===== src/rtl/map_color_search.sv =====
`default_nettype none
// ============================================================================
// Module      : map_color_search
// Description : Drives every candidate 4-coloring of the Oz regions onto the
//               validity checker and streams valid colorings over valid/ready.
//               Optional macro MAP_SEARCH_SYMBREAK_EN pins EC to 0 (256 cands).
// Revision    : 1.0 - initial release
// ============================================================================
module map_color_search #(
  parameter int STOP_AFTER = 0
) (
  input  logic        clk,
  input  logic        rst_n,
  input  logic        start,
  output logic [1:0]  GC,
  output logic [1:0]  WC,
  output logic [1:0]  QC,
  output logic [1:0]  MC,
  output logic [1:0]  EC,
  input  logic        chk_valid,
  output logic        out_valid,
  input  logic        out_ready,
  output logic [9:0]  out_coloring,
  output logic [10:0] count,
  output logic        busy,
  output logic        done
);

`ifdef MAP_SEARCH_SYMBREAK_EN
  localparam int CAND_W = 8;
`else
  localparam int CAND_W = 10;
`endif

  localparam logic [CAND_W-1:0] LAST_CAND = {CAND_W{1'b1}};
  localparam logic [CAND_W-1:0] CAND_ONE  = {{(CAND_W-1){1'b0}}, 1'b1};
  localparam logic [10:0]       STOP_LIM  = 11'(STOP_AFTER);

  localparam logic [1:0] ST_IDLE = 2'd0;
  localparam logic [1:0] ST_SCAN = 2'd1;
  localparam logic [1:0] ST_HOLD = 2'd2;
  localparam logic [1:0] ST_DONE = 2'd3;

  logic [1:0]        state_q, state_d;
  logic [CAND_W-1:0] cand_q, cand_d;
  logic              out_valid_q, out_valid_d;
  logic [9:0]        out_coloring_q, out_coloring_d;
  logic [10:0]       count_q, count_d;

  logic [9:0]        coloring;
  logic [10:0]       count_inc;
  logic              is_last;
  logic              stop_hit;

`ifdef MAP_SEARCH_SYMBREAK_EN
  assign coloring = {cand_q, 2'b00};
`else
  assign coloring = cand_q;
`endif

  assign GC           = coloring[9:8];
  assign WC           = coloring[7:6];
  assign QC           = coloring[5:4];
  assign MC           = coloring[3:2];
  assign EC           = coloring[1:0];
  assign out_valid    = out_valid_q;
  assign out_coloring = out_coloring_q;
  assign count        = count_q;
  assign busy         = (state_q == ST_SCAN) || (state_q == ST_HOLD);
  assign done         = (state_q == ST_DONE);

  assign count_inc = count_q + 11'd1;
  assign is_last   = (cand_q == LAST_CAND);
  assign stop_hit  = (STOP_AFTER != 0) && (count_inc == STOP_LIM);

  always_comb begin
    state_d        = state_q;
    cand_d         = cand_q;
    out_valid_d    = out_valid_q;
    out_coloring_d = out_coloring_q;
    count_d        = count_q;
    case (state_q)
      ST_IDLE, ST_DONE: begin
        if (start) begin
          cand_d  = '0;
          count_d = '0;
          state_d = ST_SCAN;
        end
      end
      ST_SCAN: begin
        // A hit parks on the current candidate until it has been handed off.
        if (chk_valid) begin
          out_coloring_d = coloring;
          out_valid_d    = 1'b1;
          state_d        = ST_HOLD;
        end else if (is_last) begin
          state_d = ST_DONE;
        end else begin
          cand_d = cand_q + CAND_ONE;
        end
      end
      ST_HOLD: begin
        if (out_ready) begin
          out_valid_d = 1'b0;
          count_d     = count_inc;
          if (stop_hit || is_last) begin
            state_d = ST_DONE;
          end else begin
            cand_d  = cand_q + CAND_ONE;
            state_d = ST_SCAN;
          end
        end
      end
      default: state_d = ST_IDLE;
    endcase
  end

  always_ff @(posedge clk) begin
    if (!rst_n) begin
      state_q        <= ST_IDLE;
      cand_q         <= '0;
      out_valid_q    <= 1'b0;
      out_coloring_q <= '0;
      count_q        <= '0;
    end else begin
      state_q        <= state_d;
      cand_q         <= cand_d;
      out_valid_q    <= out_valid_d;
      out_coloring_q <= out_coloring_d;
      count_q        <= count_d;
    end
  end

endmodule
`default_nettype wire


===== config.mk =====
export PLATFORM = sky130hd
export DESIGN_NAME = map_color_search
export DESIGN_NICKNAME = d
export VERILOG_FILES = /design/src/rtl/map_color_search.sv
export SDC_FILE = /design/constraint.sdc
export NUM_CORES = 1
export LEC_CHECK = 0
export ABC_AREA = 1
export CORE_MARGIN = 5
export CORE_UTILIZATION = 38
export DETAILED_ROUTE_END_ITERATION = 12
export GPL_ROUTABILITY_DRIVEN = 0
export PLACE_DENSITY = 0.74
export SYNTH_ARGS = -nofsm -noshare
export SYNTH_HDL_FRONTEND = slang
export SYNTH_SLANG_ARGS = --single-unit
export TNS_END_PERCENT = 1

===== constraint.sdc =====
create_clock -name clk -period 4 [get_ports clk]
set_clock_uncertainty 0.1 [all_clocks]
set_input_delay 1.2 -clock clk [delete_from_list [all_inputs] [get_ports clk]]
set_output_delay 1.2 -clock clk [all_outputs]
set_load 0.02 [all_outputs]

After elaboration in Yosys (flattened, before gate mapping)
Cells that the tools add are included.
{ "op_classes": {"add_sub_neg": 2, "mul": 0, "div": 0, "order_cmp": 0, "n_eq_ne": 9, "shift": 0, "n_mux": 17, "n_bitwise": 0, "n_reduce_logical": 10} }
{ "op_table": {"columns": ["operator", "count"], "rows": [
  ["10-bit 2-to-1 mux", 4],
  ["10-bit one-hot mux with 3 select lines", 1],
  ["11-bit 2-to-1 mux", 2],
  ["11-bit one-hot mux with 2 select lines", 1],
  ["3-bit AND reduction", 4],
  ["11-bit by 1-bit adder with 11-bit output, second input constant", 1],
  ["10-bit by 1-bit adder with 10-bit output, second input constant", 1],
  ["10-bit == test, second input constant", 1],
  ["2-bit 2-to-1 mux", 5],
  ["2-bit inequality test, second input constant", 4],
  ["2-bit one-hot mux with 3 select lines", 1],
  ["2-bit == test, second input constant", 2],
  ["2-bit nonzero test", 2],
  ["3-bit inequality test, second input constant", 1],
  ["2-bit by 1-bit == test with 1-bit output, second input constant", 1],
  ["2-bit zero test", 1],
  ["1-bit 2-to-1 mux", 2],
  ["1-bit one-hot mux with 2 select lines", 1],
  ["2-bit AND reduction", 1],
  ["2-bit OR reduction", 1],
  ["1-bit logical OR", 1]
]} }
{ "totals": {"reg_bits": 34, "latch_bits": 0, "mem_bits_rw": 0, "romBits": 0, "in_bits": 5, "word_cells": 43, "n_memories": 0} }

Longest topological paths before layout
Gate-level depths: netlist of the first run.
{ "depth": {"ltp_word": 4, "mapped_depth": 12, "mapped_depth_nobuf": 12} }

Worst setup path after synthesis of the first run
No wires, ideal clock.
{ "synth_timing": {"kind": "reg-to-output", "from": "register state_q[0]", "to": "output port busy", "t_arrival_ns": 1.218, "path_slack_ns": 1.482, "path_stages_with_launch": 5, "n_path_buf": 1, "path_cell_list": "dfxtp_1 -> inv_1 -> ha_1 -> inv_1 -> clkbuf_1"} }
{ "synth_via": {"elab_chain_len": 2} }
{ "synth_lines": {"columns": ["item", "line_no", "source"], "rows": [
  ["start, declared", "44", "logic [1:0] state_q, state_d;"],
  ["start signal, assigned", "126", "state_q <= state_d;"],
  ["2-bit by 1-bit == test with 1-bit output or 2-bit == test (tied branches)", "69", "assign busy = (state_q == ST_SCAN) || (state_q == ST_HOLD);"],
  ["1-bit logical OR *", "69", null],
  ["end, declared", "25", "output logic busy,"]
]} }
Every way passes the cells marked *; elsewhere a longest branch is shown, timed or not.

Worst setup path after layout of the first run
Ends and elaborated chain as after synthesis.

==> impl_metrics.env, run 1 <==
export IMPL_outcome="completed"
export IMPL_start_util_pct=39.77
export IMPL_timing_critical_path_buf_inv=3
export IMPL_most_frequently_used_cell_type_in_the_post_synthesis_netlist="sky130_fd_sc_hd__nand2_1"
export IMPL_final_routed_wirelength_mm=4.241
export IMPL_worst_hold_startpoint="out_valid"
export IMPL_post_cts_resized_instances=0
export IMPL_post_cts_repair_setup_buffers=0
export IMPL_numPlacedInstances=349
export IMPL_crit_path_start="state_q[0]"
export IMPL_die_width_um=77.97
export IMPL_critPathMostFrequentCell="sky130_fd_sc_hd__inv_1"
export IMPL_worstSkewPairLatency_ns=0.29
export IMPL_drt_first_pass_iters=4
export IMPL_grt_setup_unrepaired="no"
export IMPL_critPathCaptureType="primary output"
export IMPL_post_route_min_period_ns=3.150
export IMPL_cp_cell_instances="inv_1 > ha_1 > inv_1 > clkdlybuf4s50_1"
export IMPL_synth_warnings=0
export IMPL_antenna_diode_count=0
export IMPL_dr_max_layer_used="met4"
export IMPL_slew_limit_headroom_pct=62.27
export IMPL_power_density_cell_area_nw_per_um2=648.7
export IMPL_synthToLayoutAreaGrowth_pct=30.58
export IMPL_postSynth_topFlopCell="sky130_fd_sc_hd__dfxtp_1"
export IMPL_detail_route_antenna_nets=0
export IMPL_seq_area_frac_synth_pct=38.77
export IMPL_numClockSinks=34
export IMPL_ctsHtreeMaxLevel=2
export IMPL_cpLargestDelayFamily="buffers and inverters"
export IMPL_power_report_internal_total_w=0.0008523
export IMPL_core_rowCount=24
export IMPL_syn_area_per_cell_um2=6.675
export IMPL_root_buffer="sky130_fd_sc_hd__clkbuf_8"
export IMPL_grt_start_max_net_pins=23
export IMPL_synth_area_um2=1755
export IMPL_vias_per_cell=4.978
export IMPL_maxClockFrequency_ghz=0.3175
export IMPL_yosys_area_top_type="sky130_fd_sc_hd__dfxtp_1"
export IMPL_finish_instance_area_um2=2292
export IMPL_finalSetupViolations=0
export IMPL_netSwitchingFraction_pct=42.68
export IMPL_place_area_um2=2186
export IMPL_die_y_um=77.97
export IMPL_post_route_cells_drive_above_1_share_pct=6.230
export IMPL_min_delay_path_class="flip-flop to flip-flop"
export IMPL_reg_to_reg_critical_path_startpoint="state_q[0]"
export IMPL_worst_slack_ns=0.8502
export IMPL_design_die_area_um2=6079
export IMPL_met2_length_mm=1.839
export IMPL_final_max_slew_violation_count=0
export IMPL_post_synth_top_area_fraction_pct=38.77
export IMPL_synth_top_cells_by_count="65 x sky130_fd_sc_hd__nand2_1, 39 x sky130_fd_sc_hd__inv_1, 34 x sky130_fd_sc_hd__dfxtp_1"
export IMPL_num_vias=1777
export IMPL_number_of_antenna_violations_at_the_first_check_in_global_routing=0
export IMPL_ys_ff_latch=34
export IMPL_p_clk_share_pct=21.3
export IMPL_comb_power_share_pct=47.6
export IMPL_place_ws_ns=1.108
export IMPL_finish_cell_count_without_fillers=357
export IMPL_critPathArrivalTime_ns=1.85
export IMPL_avgRoutedWirePerCell_um=11.88
export IMPL_tritoncts_num_buffers=5
export IMPL_cp_slowest_cell="sky130_fd_sc_hd__clkdlybuf4s50_1"
export IMPL_syn_nets=273
export IMPL_worstPathMaxFanout=5
export IMPL_via_count_of_the_first_global_routing_pass=1572
export IMPL_finalCritPeriodShare_pct=78.74
export IMPL_synthDistinctLibCells=26
export IMPL_max_clock_path_buffers=2
export IMPL_power_frac_seq_pct=31.1
export IMPL_reg2reg_setup_slack_ns=1.92
export IMPL_final_hold_viol_count=0
export IMPL_static_leakage_nw=0.9487
export IMPL_worst_slew_pin_slew_ns=0.5654
export IMPL_synth_top_cells_by_area="sky130_fd_sc_hd__dfxtp_1 39%, sky130_fd_sc_hd__nand2_1 14%, sky130_fd_sc_hd__inv_1 8.3%, sky130_fd_sc_hd__a21oi_1 8.0%, sky130_fd_sc_hd__nor2_1 6.0%"
export IMPL_core_region_area_um2=4414
export IMPL_grt_pass1_wl_mm=7.148
export IMPL_drt_initial_drc_count=94
export IMPL_synth_enable_flop_cells=0
export IMPL_startpoint_type="flip-flop"
export IMPL_timing_critical_path_slowest_cell_delay_ns=0.61
export IMPL_fin_util_pct=51.93
export IMPL_global_route_usage_total_pct=14.42
export IMPL_synth_async_sr_flop_share_pct=0
export IMPL_ir_drop_mv=0.3219
export IMPL_hold_buffers=0
export IMPL_p_switching_w=0.0006346
export IMPL_clock_transition_at_path_regs_ns=0.07
export IMPL_post_route_drc_count=0
export IMPL_worst_ep_required_time_ns=2.70
export IMPL_detailed_place_hpwl_mm=3.030
export IMPL_ioPinCount=39
export IMPL_fin_nets=314
export IMPL_wl_met1_mm=2.041
export IMPL_synthCells=263
export IMPL_cts_tree="yes"
export IMPL_totalNegativeSetupSlack_ns=0
export IMPL_numPortBuffers=38
export IMPL_wl_met3_um=276
export IMPL_maxCapViolCount=0
export IMPL_critPathKind="flip-flop to primary output"
export IMPL_globalRouteOverflowTotal=0
## state kept, by name, summed over array words and instances, names as in the netlist
| register | flops |
|---|---|
| state_q | 2 |
| out_valid | 1 |
| count | 11 |
| cand_q | 10 |
| out_coloring | 10 |
## layer usage
metal / track usage [%] / vias up
met1: 19.14 / 786
met4: 6.081 / 0
met3: 3.819 / 9
li1: - / 927
met5: 0 / -
met2: 22.04 / 55
## layout make-up
cell class | count | area, um^2
Multi-Input combinational cell | 181 | 887.1
Inverter | 42 | 157.7
Fill cell | 450 | 2122
Sequential cell | 34 | 680.7
Tap cell | 52 | 65.06
Clock inverter | 1 | 30.03
Clock buffer | 7 | 76.32
Timing Repair Buffer | 40 | 395.4
## path summary, 6_finish.rpt
check | cells past startpoint | end
min | 2 | out_valid
max reg2reg | 10 | cand_q[5]
min reg2reg | 2 | out_valid
max | 4 | busy
## worst register-to-register path: cells and delay by family, from the launching register on
| family | cells | cell delay (ns) |
|---|---|---|
| DFF | 1 | 0.36 |
| buffers and inverters | 4 | 0.55 |
| adders and majority gates | 1 | 0.40 |
| and+or+nand+nor | 5 | 0.57 |
## power by group through the flow
| stage | logic [W] | registers, W | clock network (W) |
|---|---|---|---|
| finish | 0.000707 | 0.000463 | 0.000316 |
| global route | 0.000786 | 0.000474 | 0.000338 |
| CTS | 0.000710 | 0.000463 | 0.000320 |
| detailed placement | 0.000701 | 0.000469 | 0 |
| global placement | 0.000694 | 0.000470 | 0 |
| floorplan | 0.000424 | 0.000524 | 0 |
## kinds of logic after synthesis
| kind of cell | after synthesis | synth area share (%) |
|---|---|---|
| AND/OR/NAND/NOR | 127 | 32.29 |
| adder cells (fa/ha/maj) | 5 | 3.564 |
| flip-flops | 34 | 38.77 |
| AO/OA/AOI/OAI | 49 | 14.68 |
| buffers and inverters | 48 | 10.69 |
## cells in the final DEF, fill, tap and decap left out
master,instances
sky130_fd_sc_hd__nand3_2,1
sky130_fd_sc_hd__a21oi_1,28
sky130_fd_sc_hd__clkbuf_1,2
sky130_fd_sc_hd__o21bai_1,1
sky130_fd_sc_hd__clkdlybuf4s50_1,38
sky130_fd_sc_hd__buf_4,2
sky130_fd_sc_hd__o211ai_1,1
sky130_fd_sc_hd__nor3_1,3
sky130_fd_sc_hd__a31oi_1,1
sky130_fd_sc_hd__o21a_1,1
sky130_fd_sc_hd__o21ai_2,1
sky130_fd_sc_hd__nor2_4,1
sky130_fd_sc_hd__nand4_1,9
sky130_fd_sc_hd__dfxtp_1,34
sky130_fd_sc_hd__nand3_4,1
sky130_fd_sc_hd__nor3_2,1
sky130_fd_sc_hd__ha_1,5
sky130_fd_sc_hd__nor2_1,28
sky130_fd_sc_hd__inv_1,39
sky130_fd_sc_hd__nor3b_1,1
sky130_fd_sc_hd__nor4_1,1
sky130_fd_sc_hd__inv_2,3
sky130_fd_sc_hd__o21ai_0,16
sky130_fd_sc_hd__nand2_1,65
sky130_fd_sc_hd__bufinv_16,1
sky130_fd_sc_hd__nand3_1,13
sky130_fd_sc_hd__nor2_2,1
sky130_fd_sc_hd__nand2_2,2
sky130_fd_sc_hd__clkbuf_8,5
## through the flow
| step | hold WS [ns] | power (W) |
|---|---|---|
| after floorplan | 0.3723 | 0.0009477 |
| final | 0.3657 | 0.001487 |
| after global placement | 0.3531 | 0.001164 |
| after detailed placement | 0.3592 | 0.001170 |
| after global routing | 0.4205 | 0.001599 |
| after CTS | 0.3712 | 0.001493 |
No activity file was read; power rests on OpenSTA's default activity.
==> run 2, diff against run 1 <==
--- a/config.mk
+++ b/config.mk
@@ -10,7 +10,7 @@
 export CORE_UTILIZATION = 38
 export DETAILED_ROUTE_END_ITERATION = 12
 export GPL_ROUTABILITY_DRIVEN = 0
-export PLACE_DENSITY = 0.74
+export PLACE_DENSITY = 0.76
 export SYNTH_ARGS = -nofsm -noshare
 export SYNTH_HDL_FRONTEND = slang
 export SYNTH_SLANG_ARGS = --single-unit
==> constraint.sdc (replaced) <==
create_clock -name clk -period 2.6 [get_ports clk]
set_clock_uncertainty 0.1 [all_clocks]
set_input_delay 0.78 -clock clk [delete_from_list [all_inputs] [get_ports clk]]
set_output_delay 0.78 -clock clk [all_outputs]
set_load 0.02 [all_outputs]
==> impl_metrics.env, run 2 (synthesized netlist as in run 1, its figures left out) <==
export IMPL_cp_cell_instances="inv_1 > ha_1 > inv_1 > dlygate4sd2_1"
export IMPL_timing_critical_path_slowest_cell_delay_ns=0.37
export IMPL_finalCritPeriodShare_pct=91.92
export IMPL_worst_hold_startpoint="out_valid"
export IMPL_cp_slowest_cell="sky130_fd_sc_hd__ha_1"
export IMPL_final_max_slew_violation_count=0
export IMPL_die_y_um=77.97
export IMPL_place_ws_ns=0.1975
export IMPL_timing_critical_path_buf_inv=3
export IMPL_drt_initial_drc_count=78
export IMPL_ir_drop_mv=0.4696
export IMPL_grt_setup_unrepaired="no"
export IMPL_totalNegativeSetupSlack_ns=0
export IMPL_via_count_of_the_first_global_routing_pass=1636
export IMPL_avgRoutedWirePerCell_um=11.50
export IMPL_worst_ep_required_time_ns=1.72
export IMPL_holdPathStages=2
export IMPL_cpLargestDelayFamily="buffers and inverters"
export IMPL_worstSkewPairLatency_ns=0.29
export IMPL_drt_first_pass_iters=4
export IMPL_root_buffer="sky130_fd_sc_hd__clkbuf_8"
export IMPL_detail_route_antenna_nets=0
export IMPL_post_route_min_period_ns=2.390
export IMPL_die_width_um=77.97
export IMPL_number_of_antenna_violations_at_the_first_check_in_global_routing=0
export IMPL_fin_nets=316
export IMPL_cts_tree="yes"
export IMPL_reg2reg_to="count[7]"
export IMPL_startpoint_type="flip-flop"
export IMPL_critPathMostFrequentCell="sky130_fd_sc_hd__inv_1"
export IMPL_grt_start_max_net_pins=22
export IMPL_ctsHtreeMaxLevel=2
export IMPL_synthToLayoutAreaGrowth_pct=30.51
export IMPL_start_util_pct=39.77
export IMPL_maxCapViolCount=0
export IMPL_vias_per_cell=4.844
export IMPL_max_ffs_per_register=11
export IMPL_numPortBuffers=38
export IMPL_critPathCaptureType="primary output"
export IMPL_clock_transition_at_path_regs_ns=0.07
export IMPL_critPathArrivalTime_ns=1.51
export IMPL_power_report_internal_total_w=0.001238
export IMPL_area_sequential_um2=680.7
export IMPL_reg2reg_setup_slack_ns=0.61
export IMPL_grt_pass1_wl_mm=7.238
export IMPL_antenna_diode_count=0
export IMPL_maxClockFrequency_ghz=0.4184
export IMPL_core_region_area_um2=4414
export IMPL_power_density_cell_area_nw_per_um2=955.8
export IMPL_hold_buffers=0
export IMPL_worst_case_reg_to_reg_path_depth=12
export IMPL_globalRouteOverflowTotal=0
export IMPL_p_clk_share_pct=18.5
export IMPL_global_route_usage_total_pct=14.52
export IMPL_num_vias=1739
export IMPL_post_route_drc_count=0
export IMPL_worst_slew_pin_slew_ns=0.3311
export IMPL_outcome="completed"
export IMPL_static_leakage_nw=0.9577
export IMPL_worstPathMaxFanout=5
export IMPL_layout_common_cells="65 x sky130_fd_sc_hd__nand2_1, 39 x sky130_fd_sc_hd__inv_1, 37 x sky130_fd_sc_hd__clkdlybuf4s50_1"
export IMPL_worst_slack_ns=0.2101
export IMPL_finalSetupViolations=0
export IMPL_ioPinCount=39
export IMPL_final_hold_viol_count=0
export IMPL_multi_input_comb_area_um2=887.1
export IMPL_core_rowCount=24
export IMPL_holdPathEnd="out_valid"
export IMPL_p_switching_w=0.0009517
export IMPL_comb_power_share_pct=49.3
export IMPL_max_clock_path_buffers=2
export IMPL_post_route_cells_drive_above_1_share_pct=7.166
export IMPL_reg_to_reg_critical_path_startpoint="state_q[0]"
export IMPL_final_common_cell="sky130_fd_sc_hd__nand2_1"
export IMPL_slew_limit_headroom_pct=77.72
export IMPL_power_frac_seq_pct=32.2
export IMPL_min_delay_path_class="flip-flop to flip-flop"
export IMPL_detailed_place_hpwl_mm=3.086
export IMPL_final_routed_wirelength_mm=4.128
export IMPL_tritoncts_num_buffers=5
export IMPL_layout_filler_cells=456
export IMPL_numClockSinks=34
export IMPL_critPathKind="flip-flop to primary output"
export IMPL_netSwitchingFraction_pct=43.46
export IMPL_design_die_area_um2=6079
-- run 2: stage by stage --
| stage | total power (W) | utilization, % | instance area (um^2) | std cells | hold WS, ns |
|---|---|---|---|---|---|
| floorplan | 0.001458 | - | 1755 | 263 | 0.3723 |
| global placement | 0.001802 | 49.86 | 2201 | 351 | 0.3572 |
| detailed placement | 0.001811 | 49.86 | 2201 | 351 | 0.3558 |
| CTS | 0.002221 | 51.90 | 2291 | 359 | 0.3679 |
| global route | 0.002392 | 51.90 | 2291 | 359 | 0.3966 |
| finish | 0.002190 | 51.90 | 2291 | 359 | 0.3706 |
-- run 2: metal layers --
layer	GRT usage, %	wire (um)
met1	17.46	1917
met2	23.54	1869
met3	5.324	265
met4	5.574	76
met5	0	0
-- run 2: worst max-delay path by stage --
stage / from / end / slack, ns / cells after the start
2_1_floorplan: state_q[0] / busy / 0.50 / 4
3_3_place_gp: out_ready / cand_q[5] / 0.24 / 10
3_5_place_dp: out_ready / cand_q[5] / 0.20 / 10
4_1_cts: state_q[0] / busy / 0.18 / 4
5_1_grt: state_q[0] / busy / 0.09 / 4
6_report: state_q[0] / busy / 0.21 / 4
-- run 2: tightest hold or removal path, stage by stage, from the launching register on --
cell                      delay, ns
sky130_fd_sc_hd__dfxtp_1       0.32
sky130_fd_sc_hd__nand2_1       0.06
sky130_fd_sc_hd__a21oi_1       0.05
-- run 2: repair_timing --
item / 4_1_cts / 5_1_grt
endpoints found under the setup margin: 1 / 0
gates resized for setup: 1 / 0
buffers inserted: 0 / 0
-- run 2: cell type report --
| class | count | area share, % |
|---|---|---|
| clock buffer | 7 | 3.768 |
| clock inverter | 1 | 0.2185 |
| inverter | 42 | 6.881 |
| multi-input combinational | 181 | 38.72 |
| sequential | 34 | 29.71 |
| tap | 52 | 2.840 |
| timing repair buffer | 42 | 17.86 |
-- run 2: power groups by stage --
stage	registers [W]	clock network [W]	logic, W
finish	0.000706	0.000404	0.00108
floorplan	0.000805	0	0.000652
global route	0.000725	0.000449	0.00122
CTS	0.000707	0.000425	0.00109
global placement	0.000719	0	0.00108
detailed placement	0.000718	0	0.00109
